$ cat src/rtl/dmem_ctrl_pkg.sv
// Shared types and helpers for the DataMemory access controller.
// Holds the FSM state encoding, default widths and the address legality check.
package dmem_ctrl_pkg;

   localparam int unsigned DefAddrW = 64;
   localparam int unsigned DefDataW = 64;
   localparam int unsigned DefDepth = 32;

   typedef enum logic [1:0] {
      StIdle,
      StIssue,
      StResp
   } state_e;

   typedef logic req_id_t;

   // Legal when doubleword aligned and below depth*8, compared at full width.
   function automatic logic addr_ok(logic [DefAddrW-1:0] addr, int unsigned depth);
      logic [DefAddrW-1:0] limit;
      limit = DefAddrW'(depth) << 3;
      return (addr[2:0] == 3'b000) && (addr < limit);
   endfunction

endpackage

$ cat src/rtl/rr_arb2.sv
// Two-way round-robin arbiter with a one-hot grant.
// The pointer picks the winner on contention and moves past the owner on advance.
module rr_arb2 (
   input  logic       clk,
   input  logic       reset,
   input  logic [1:0] req_i,
   input  logic       advance_i,
   input  logic       owner_i,
   output logic [1:0] gnt_o
);

   logic ptr_q, ptr_d;

   always_comb begin
      gnt_o = 2'b00;
      unique case (req_i)
         2'b01:   gnt_o = 2'b01;
         2'b10:   gnt_o = 2'b10;
         2'b11:   gnt_o = ptr_q ? 2'b10 : 2'b01;
         default: gnt_o = 2'b00;
      endcase
   end

   always_comb begin
      ptr_d = ptr_q;
      if (advance_i) begin
         ptr_d = ~owner_i;
      end
   end

   always_ff @(posedge clk) begin
      if (reset) begin
         ptr_q <= 1'b0;
      end else begin
         ptr_q <= ptr_d;
      end
   end

endmodule

$ cat src/rtl/dmem_arbiter.sv
// Shares the single-port DataMemory between two requesters, one access at a time.
// Each access is checked, issued as a single strobe cycle and answered via valid/ready.
module dmem_arbiter
   import dmem_ctrl_pkg::*;
#(
   parameter int unsigned ADDR_W = DefAddrW,
   parameter int unsigned DATA_W = DefDataW,
   parameter int unsigned DEPTH  = DefDepth
) (
   input  logic              clk,
   input  logic              reset,

   input  logic              r0_req_valid,
   output logic              r0_req_ready,
   input  logic              r0_req_write,
   input  logic [ADDR_W-1:0] r0_req_addr,
   input  logic [DATA_W-1:0] r0_req_wdata,
   output logic              r0_rsp_valid,
   input  logic              r0_rsp_ready,
   output logic [DATA_W-1:0] r0_rsp_rdata,
   output logic              r0_rsp_err,

   input  logic              r1_req_valid,
   output logic              r1_req_ready,
   input  logic              r1_req_write,
   input  logic [ADDR_W-1:0] r1_req_addr,
   input  logic [DATA_W-1:0] r1_req_wdata,
   output logic              r1_rsp_valid,
   input  logic              r1_rsp_ready,
   output logic [DATA_W-1:0] r1_rsp_rdata,
   output logic              r1_rsp_err,

   output logic [ADDR_W-1:0] mem_address,
   output logic [DATA_W-1:0] mem_writeData,
   output logic              mem_MemWrite,
   output logic              mem_MemRead,
   input  logic [DATA_W-1:0] mem_readData
);

   state_e              state_q, state_d;
   logic                cmd_write_q, cmd_write_d;
   logic [ADDR_W-1:0]   cmd_addr_q, cmd_addr_d;
   logic [DATA_W-1:0]   cmd_wdata_q, cmd_wdata_d;
   req_id_t             cmd_id_q, cmd_id_d;
   logic                cmd_err_q, cmd_err_d;
   logic [DATA_W-1:0]   rdata_q, rdata_d;

   logic [1:0]          req_vec;
   logic [1:0]          gnt;
   logic                advance;
   logic                sel_write;
   logic [ADDR_W-1:0]   sel_addr;
   logic [DATA_W-1:0]   sel_wdata;
   logic [DefAddrW-1:0] chk_addr;
   logic                sel_ok;
   logic                rsp_ready_sel;
   logic                in_issue;
   logic                in_resp;

   // Requests are only offered to the arbiter while no transaction is outstanding.
   assign req_vec = {r1_req_valid, r0_req_valid} & {2{state_q == StIdle}};

   rr_arb2 u_rr_arb2 (
      .clk       (clk),
      .reset     (reset),
      .req_i     (req_vec),
      .advance_i (advance),
      .owner_i   (cmd_id_q),
      .gnt_o     (gnt)
   );

   assign sel_write = gnt[1] ? r1_req_write : r0_req_write;
   assign sel_addr  = gnt[1] ? r1_req_addr  : r0_req_addr;
   assign sel_wdata = gnt[1] ? r1_req_wdata : r0_req_wdata;
   assign chk_addr  = DefAddrW'(sel_addr);
   assign sel_ok    = addr_ok(chk_addr, DEPTH);

   assign rsp_ready_sel = cmd_id_q ? r1_rsp_ready : r0_rsp_ready;

   always_comb begin
      state_d     = state_q;
      cmd_write_d = cmd_write_q;
      cmd_addr_d  = cmd_addr_q;
      cmd_wdata_d = cmd_wdata_q;
      cmd_id_d    = cmd_id_q;
      cmd_err_d   = cmd_err_q;
      rdata_d     = rdata_q;
      advance     = 1'b0;
      unique case (state_q)
         StIdle: begin
            if (|gnt) begin
               cmd_write_d = sel_write;
               cmd_addr_d  = sel_addr;
               cmd_wdata_d = sel_wdata;
               cmd_id_d    = gnt[1];
               cmd_err_d   = ~sel_ok;
               rdata_d     = '0;
               state_d     = sel_ok ? StIssue : StResp;
            end
         end
         StIssue: begin
            rdata_d = cmd_write_q ? '0 : mem_readData;
            state_d = StResp;
         end
         StResp: begin
            if (rsp_ready_sel) begin
               advance = 1'b1;
               state_d = StIdle;
            end
         end
         default: state_d = StIdle;
      endcase
   end

   always_ff @(posedge clk) begin
      if (reset) begin
         state_q     <= StIdle;
         cmd_write_q <= 1'b0;
         cmd_addr_q  <= '0;
         cmd_wdata_q <= '0;
         cmd_id_q    <= 1'b0;
         cmd_err_q   <= 1'b0;
         rdata_q     <= '0;
      end else begin
         state_q     <= state_d;
         cmd_write_q <= cmd_write_d;
         cmd_addr_q  <= cmd_addr_d;
         cmd_wdata_q <= cmd_wdata_d;
         cmd_id_q    <= cmd_id_d;
         cmd_err_q   <= cmd_err_d;
         rdata_q     <= rdata_d;
      end
   end

   assign in_issue = (state_q == StIssue);
   assign in_resp  = (state_q == StResp);

   assign r0_req_ready = gnt[0];
   assign r1_req_ready = gnt[1];

   assign r0_rsp_valid = in_resp & ~cmd_id_q;
   assign r1_rsp_valid = in_resp & cmd_id_q;
   assign r0_rsp_err   = r0_rsp_valid & cmd_err_q;
   assign r1_rsp_err   = r1_rsp_valid & cmd_err_q;
   assign r0_rsp_rdata = r0_rsp_valid ? rdata_q : '0;
   assign r1_rsp_rdata = r1_rsp_valid ? rdata_q : '0;

   // Gating by reset keeps an aborted access from committing on the reset cycle.
   assign mem_address   = in_issue ? cmd_addr_q : '0;
   assign mem_writeData = in_issue ? cmd_wdata_q : '0;
   assign mem_MemWrite  = in_issue & cmd_write_q & ~reset;
   assign mem_MemRead   = in_issue & ~cmd_write_q & ~reset;

endmodule
$ cat config.mk
export PLATFORM = sky130hd
export DESIGN_NAME = dmem_arbiter
export DESIGN_NICKNAME = d
export VERILOG_FILES = /design/src/rtl/dmem_ctrl_pkg.sv /design/src/rtl/rr_arb2.sv /design/src/rtl/dmem_arbiter.sv
export SDC_FILE = /design/constraint.sdc
export NUM_CORES = 1
export LEC_CHECK = 0
export ABC_AREA = 1
export BUFFER_PORTS_ARGS = -buffer_cell sky130_fd_sc_hd__buf_2
export CAP_MARGIN = 40
export CORE_AREA = 10 10 221 223
export DETAILED_ROUTE_END_ITERATION = 12
export DIE_AREA = 0 0 231 233
export PLACE_DENSITY = 0.57
export SLEW_MARGIN = 5
export SYNTH_ARGS = -nofsm -noshare
export SYNTH_HDL_FRONTEND = slang
export SYNTH_SLANG_ARGS = --single-unit
$ cat constraint.sdc
create_clock -name clk -period 2.1 [get_ports clk]
set_input_delay 0.315 -clock clk [delete_from_list [all_inputs] [get_ports clk]]
set_output_delay 0.315 -clock clk [all_outputs]
set_load 0.01 [all_outputs]
Yosys cells after proc, flatten, opt, wreduce, memory -nomap -nowiden
Cells that the tools add are included.
{ "word_totals": {"out_inout_bits": 264, "ff_bits": 198, "elab_cells": 56, "input_bits": 328} }
{ "op_classes": {"magnitude_cmp": 1, "eq_ne": 7, "n_reduce_logical": 8, "bitwise_logic": 13, "muxes": 19} }
{ "op_table": {"columns": ["operator", "n"], "rows": [
  ["2-to-1 mux 64 bit", 8],
  ["case mux 64 bit (2 select lines)", 1],
  ["less-than comparator 64 x 9 -> 1 bit (second input constant)", 1],
  ["case mux 2 bit (3 select lines)", 2],
  ["AND 1 bit", 8],
  ["2-to-1 mux 2 bit", 4],
  ["== test 2 bit (second input constant)", 3],
  ["AND reduction 2 bit", 3],
  ["== test 2 x 1 -> 1 bit (second input constant)", 2],
  ["2-to-1 mux 1 bit", 4],
  ["NOT 1 bit", 4],
  ["logical NOT 3 bit", 1],
  ["AND 2 bit", 1],
  ["logical NOT 2 bit", 1],
  ["inequality test 2 x 1 -> 1 bit (second input constant)", 1],
  ["inequality test 2 bit (second input constant)", 1],
  ["nonzero test 2 bit", 1],
  ["OR reduction 2 bit", 1],
  ["logical AND 1 bit", 1]
]} }

Depth between registers and ports, before layout
Gate-level depths: netlist (run 1).
{ "depth": {"ltp_word": 10, "mapped_depth": 16, "depth_no_buf": 15} }

Cells and area by module
A second synthesis (run 1) with hierarchy kept.
{ "unflattened": {"cells_unflattened": 1655, "area_unflattened_um2": 10079.7} }
{ "modules_own_cells": {"columns": ["module", "area_per_inst_um2", "seq_area_each_um2", "cells_each", "n_inst"], "rows": [
  ["dmem_arbiter", 10020.9, 3943.8, 1644, 1],
  ["rr_arb2", 58.8, 20.0, 11, 1]
]} }

Worst setup path after synthesis (run 1)
Ideal clock, no wire load.
{ "synth_path": {"kind": "input to output", "startpoint": "input reset", "endpoint": "output mem_MemWrite", "slack_ns": 0.429, "path_buffers": 3, "t_arrival_ns": 1.356, "t_required_ns": 1.785, "stages": 6, "path_cell_list": "clkbuf_1 inv_1 clkbuf_1 clkbuf_1 nand2_1 nor2_1"} }
{ "synth_via": {"elab_chain_len": 2} }
{ "synth_lines": {"columns": ["item", "line_no", "rtl"], "rows": [
  ["start: declaration", "dmem_arbiter.sv:11", "input logic reset,"],
  ["NOT 1 bit", "dmem_arbiter.sv:151", "assign mem_MemWrite = in_issue & cmd_write_q & ~reset;"],
  ["AND 1 bit", "dmem_arbiter.sv:151", null],
  ["end: declaration", "dmem_arbiter.sv:35", "output logic mem_MemWrite,"]
]} }
No other way between the ends.

Final worst setup path (run 1)
{ "layout_path": {"startpoint": "register state_q[0]", "endpoint": "output r1_req_ready"} }
{ "layout_via": {"elab_chain_len": 4, "word_cells_on_any_way": 6, "cone_classes": "3 x eq/ne; 1 x mux; 1 x bitwise; 1 x reduce/logical"} }
{ "layout_lines": {"columns": ["item", "line_no", "rtl"], "rows": [
  ["start: declaration", "dmem_arbiter.sv:40", "state_e state_q, state_d;"],
  ["start signal: assignment", "dmem_arbiter.sv:117", "state_q <= StIdle;"],
  ["start signal: assignment", "dmem_arbiter.sv:125", "state_q <= state_d;"],
  ["logical NOT 2 bit (*)", "dmem_arbiter.sv:61", "assign req_vec = {r1_req_valid, r0_req_valid} & {2{state_q == StIdle}};"],
  ["AND 2 bit (*)", "dmem_arbiter.sv:61", null],
  ["== test 2 bit / == test 2 x 1 -> 1 bit (equally long branches)", "rr_arb2.sv:16", "unique case (req_i)"],
  ["case mux 2 bit (3 select lines) (*)", "rr_arb2.sv:16", null],
  ["end: declaration", "dmem_arbiter.sv:24", "output logic r1_req_ready,"]
]} }
Mark *: on every way between the ends. The rest lies on a longest branch, timed or not.

==> results of run 1 <==
==> path summary, 6_finish.rpt <==
| kind | endpoint | slack (ps) | cells past startpoint |
|---|---|---|---|
| setup / recovery | r1_req_ready | 20 | 6 |
| hold / removal | rdata_q[20] | 40 | 2 |
| setup reg to reg | cmd_err_q | 50 | 12 |
| hold reg to reg | cmd_wdata_q[54] | 500 | 2 |
==> critical path, delay by kind of cell, from the launching register on <==
| kind | cells | cell delay [ps] |
|---|---|---|
| buf+inv | 4 | 570 |
| simple gates | 2 | 370 |
| flops | 1 | 320 |
==> Yosys cell counts (2+ instances only) <==
| cell | count |
|---|---|
| inv_2 | 3 |
| nand2_1 | 298 |
| o211ai_1 | 80 |
| a32o_1 | 64 |
| nand3b_1 | 2 |
| dfxtp_1 | 198 |
| nand3_1 | 114 |
| o21ai_1 | 9 |
| buf_2 | 16 |
| nor2_1 | 301 |
| inv_1 | 341 |
| nand2_2 | 2 |
| clkbuf_1 | 94 |
| a21oi_1 | 51 |
| o21ai_0 | 50 |
| buf_1 | 13 |
==> power by group through the flow <==
stage	combinational [mW]	sequential, mW	clock, mW
after global placement	1.87	4.24	0
after global routing	2.34	4.19	3.84
final	2.09	4.16	3.61
after floorplan	1.10	4.21	0
after CTS	2.00	4.16	3.74
after detailed placement	1.91	4.24	0
==> per-stage QoR <==
stage | utilization | power (mW)
after floorplan | - | 5.30
after global placement | 0.323 | 6.11
after detailed placement | 0.323 | 6.15
after CTS | 0.350 | 9.90
after global routing | 0.361 | 10.4
final | 0.361 | 9.85
==> sequential cells by signal, indices dropped and copies added (netlist names) <==
register / flops
state_q: 2
cmd_addr_q: 64
cmd_id_q: 1
cmd_write_q: 1
cmd_err_q: 1
cmd_wdata_q: 64
u_rr_arb2.ptr_q: 1
rdata_q: 64
==> per-layer routing <==
metal / up-vias / share of wire / wire, um
met5: - / 0.00092 / 46
met4: 8 / 0.018 / 914
met3: 59 / 0.080 / 4010
met2: 488 / 0.49 / 24400
met1: 5914 / 0.41 / 20700
li1: 6279 / - / -
==> cells in the final DEF (no fill, tap or decap), types with 9 or more instances in the layout <==
| cell | synthesis | final |
|---|---|---|
| a32o_1 | 64 | 64 |
| buf_12 | 0 | 13 |
| clkbuf_16 | 0 | 25 |
| buf_2 | 16 | 579 |
| diode_2 | 0 | 10 |
| o21ai_0 | 50 | 50 |
| nand2_2 | 2 | 9 |
| o211ai_1 | 80 | 80 |
| a21oi_1 | 51 | 51 |
| nor2_1 | 301 | 250 |
| nor2_2 | 0 | 42 |
| inv_1 | 341 | 337 |
| buf_4 | 0 | 48 |
| nor2_4 | 0 | 9 |
| dlygate4sd3_1 | 0 | 27 |
| dfxtp_1 | 198 | 196 |
| nand3_1 | 114 | 113 |
| nand2_1 | 298 | 288 |
==> layout make-up <==
type / instances / area (um2)
Fill cell: 4832 / 28200
Inverter: 344 / 1330
Sequential cell: 198 / 3970
Clock buffer: 18 / 429
Timing Repair Buffer: 691 / 4320
Multi-Input combinational cell: 975 / 4930
Antenna cell: 10 / 25.0
Clock inverter: 14 / 199
Tap cell: 592 / 741
==> kinds of logic (layout without fill, tap and decap cells) <==
| logic type | Yosys count | count (layout) | synth area share |
|---|---|---|---|
| AO/OA/AOI/OAI | 256 | 256 | 0.173 |
| buffers and inverters | 468 | 1067 | 0.171 |
| flip-flops | 198 | 198 | 0.381 |
| other | 0 | 10 | 0 |
| AND/OR/NAND/NOR | 719 | 719 | 0.274 |
==> repair_timing <==
item                       in CTS  in global routing
gates resized for setup        34                 78
hold buffers                   27                  0
setup endpoints to repair     254                153
pin swaps                       2                  3
gates cloned                    4                 10
hold endpoints to repair       27                  0
setup buffers                   6                  1
==> reports/metrics.yaml, run 1 <==
endpoint_kind: "primary output"
yosys-top-cells-area: "dfxtp_1 (38%), inv_1 (12%), nor2_1 (11%)"
drt-initial-drc-count: 823
p_int_mw: 6.90
grtUsageMet3: 0.0604
synth-edff-count: 0
grt_max_degree: 91
clock_latency_ps: 490
antenna_found_initial: 14
p_clk_frac: 0.366
arrival_ps: 1770
power_frac_comb: 0.212
place_ws_ps: 18.3
cts_tree: "built"
leakage_nw: 8.51
via_count: 12700
post-route-min-period_ps: 2080
power_switching_mw: 2.96
numCtsBuffers: 17
drive_gt1_frac: 0.346
area_delta_synth_final_pct: 53.1
coreArea_um2: 44100
grt_usage: 0.171
clock_path_buffers: 2
rsz0062_at_grt: "true"
syn_nets: 1969
syn_inst: 1641
layout_setup_ws_ps: 19.9
grt_most_used_layer: "met2"
die_x_um: 231
setup_viol: 0
slowest_delay_ps: 320
cp_slowest_cell: "dfxtp_2"
hp-start: "mem_readData[20]"
clkSinkCount: 198
routabilityCongestion: 0.887
dp_hpwl_mm: 37.2
dpl_cell_area_um2: 14300
via_per_inst: 4.49
skew_ps: 14.1
worstPathRequired_ps: 1780
synth_area_leader_cell: "dfxtp_1"
final_cells: 2842
synth-seq-cells: 198
hold_viol: 0
async_reset_ff_frac: 0
syn-cell-area_um2: 10400
io_buffers: 591
routedWlPerCell_um: 17.6
finalCritPeriodShare: 0.991
grt_overflow: 0
seqPwrFrac: 0.422
grt_pass1_vias: 12600
hp-class: "in2reg"
pwr_density_cell_nw_per_um2: 618
status: "finished, final reports clean"
fin_tns_setup_ps: 0
final_antenna_net_count: 0
hold_slack_ps: 37.8
fmax_mhz: 481
dp_cells: 2752
ys_seq_area_frac: 0.381
final_area_um2: 15900
synth_top_area_frac: 0.381
critical_path_class: "reg2out"
htreeDepth: 4
grtUsageMet2: 0.291
syn_area_per_cell_um2: 6.34
dieArea_um2: 53800
critPathLaunch: "state_q[0]"
start_util: 0.236
grt_pass1_wl_mm: 72.3
root_buffer: "clkbuf_16"
first_pass_iters: 5
dieHeight_um: 233
maxSlewHeadroom: 0.618
yosys_warnings: 0
r2r_start: "state_q[0]"
ir_drop_v: 0.000454
cap_violations: 0
crit_fanout: 18
row_count: 77
tightest_slew_ps: 573
drcViolationCount: 0
final_nets: 2555
wl_mm: 50.1
startpoint_type: "flip-flop"
synth_cell_types: 21
synth_ff_type: "dfxtp_1"
path_clk_slew_ps: 70
use_met1: 0.195
io-pin-count: 592
path_cells: "buf_4 -> nor2_4 -> nand2_8 -> clkinv_8 -> buf_16 -> buf_6"
swShare: 0.300
slew_violations: 0
No activity file was read; power rests on OpenSTA's default activity.
==> run 2: changes to the inputs <==
CORE_AREA = 10 10 222 224   (was 10 10 221 223)
DIE_AREA = 0 0 232 234   (was 0 0 231 233)
==> run 2 against run 1 <==
Maximum frequency about the same; final cell count down 1.2%; combinational power about the same; largest cell class unchanged; cell area down 3.3%; via count down 0.80%; sequential share of layout area up 0.90 points; first-iteration DRC count up 13%; global-route usage down 0.21 points.
==> reports/metrics.yaml, run 2 (synthesis results as in run 1) <==
post-route-min-period_ps: 2080
hp-class: "in2reg"
endpoint_kind: "primary output"
via_count: 12600
arrival_ps: 1760
clock_latency_ps: 460
grt_usage: 0.169
die_x_um: 232
drcViolationCount: 0
worstPathRequired_ps: 1780
io-pin-count: 592
critical_path_class: "reg2out"
rsz0062_at_grt: "true"
tightest_slew_ps: 654
wl_mm: 49.8
cts_tree: "built"
dp_hpwl_mm: 38.0
clock_path_buffers: 2
clkSinkCount: 198
root_buffer: "clkbuf_16"
pwr_density_cell_nw_per_um2: 626
slew_violations: 0
fin_tns_setup_ps: 0
largestRegisters: "cmd_addr_q (64), cmd_wdata_q (64), rdata_q (64)"
dieHeight_um: 234
io_buffers: 591
skew_ps: 7.62
grt_overflow: 0
via_per_inst: 4.50
row_count: 78
final_common_cell: "buf_2"
cap_violations: 0
maxSlewHeadroom: 0.564
final_antenna_net_count: 0
grt_pass1_vias: 12600
cts_hold_buffers: 0
antenna_found_initial: 6
crit_fanout: 7
final_nets: 2521
finalCritPeriodShare: 0.990
dieArea_um2: 54300
drive_gt1_frac: 0.336
start_util: 0.232
routedWlPerCell_um: 17.7
first_pass_iters: 6
status: "finished, final reports clean"
final_util: 0.343
numCtsBuffers: 17
startpoint_type: "flip-flop"
drt-initial-drc-count: 927
leakage_nw: 8.29
setup_viol: 0
routabilityCongestion: 0.886
area_delta_synth_final_pct: 48.0
htreeDepth: 4
grt_max_degree: 101
hold_viol: 0
final_area_um2: 15400
ir_drop_v: 0.000427
path_clk_slew_ps: 80
dpl_cell_area_um2: 14300
coreArea_um2: 44900
most-common-layout-cells: "buf_2 (587), inv_1 (336), nand2_1 (297)"
grt_pass1_wl_mm: 71.2
fmax_mhz: 481
-- run 2: cell types whose count changed in the layout (fill, tap and decap cells not counted), sizes merged --
cell,change
dlygate4sd3,-27
clkbuf,-2
clkinv,-1
clkinvlp,+3
bufinv,-2
diode,-8
buf,-5
-- run 2: repair_timing --
item	CTS	global route
gates cloned	4	5
resized for setup	37	45
setup buffers	2	1
endpoints found under the setup margin	249	93
pin swaps	2	1
-- run 2: layout make-up --
class / count / area, um2
inverters: 344 / 1330
well taps: 600 / 751
repair inverters: 1 / 6.26
diodes: 2 / 5.00
clock inverters: 13 / 146
flip-flops and latches: 198 / 3970
repair buffers: 656 / 3900
fillers: 4879 / 29500
clock buffers: 19 / 443
multi-input cells: 975 / 4860
-- run 2: layer usage --
| layer | wire (um) | share of wire | up-vias | track usage |
|---|---|---|---|---|
| met5 | 13 | 0.00026 | - | 0 |
| met4 | 1070 | 0.022 | 2 | 0.0653 |
| met3 | 4190 | 0.084 | 62 | 0.0462 |
| met2 | 23900 | 0.48 | 578 | 0.282 |
| met1 | 20700 | 0.41 | 5802 | 0.203 |
| li1 | - | - | 6202 | - |
-- run 2: stage by stage --
step	hold WS, ps	instances	power, mW	worst slack (ps)
final	55.3	2808	9.64	21.8
after global routing	25.5	2807	10.2	-57.8
after CTS	12.4	2800	9.68	-23.3
after detailed placement	477	2762	6.16	20.8
after global placement	464	2762	6.13	39.1
after floorplan	437	1641	5.30	429
-- run 2: power by group --
part           switching [mW]  internal (mW)
logic                    1.23          0.845
registers               0.131           4.03
clock network            1.59           1.80
-- run 2: path summary, 6_finish.rpt --
path	startpoint	to	slack [ps]	depth (start not counted)
setup / recovery	state_q[0]	r1_rsp_rdata[0]	20	8
hold / removal	mem_readData[57]	rdata_q[57]	60	2
setup reg to reg	state_q[1]	cmd_err_q	170	13
hold reg to reg	cmd_wdata_q[11]	cmd_wdata_q[11]	500	2
-- run 2: critical path: stages (launching register included) --
cell and delay, ps:
dfxtp_4 370, inv_6 80, nand2_8 60, nor2_4 120, clkinv_4 120, buf_12 170, buf_8 140, nor2_1 70
buf_2 140
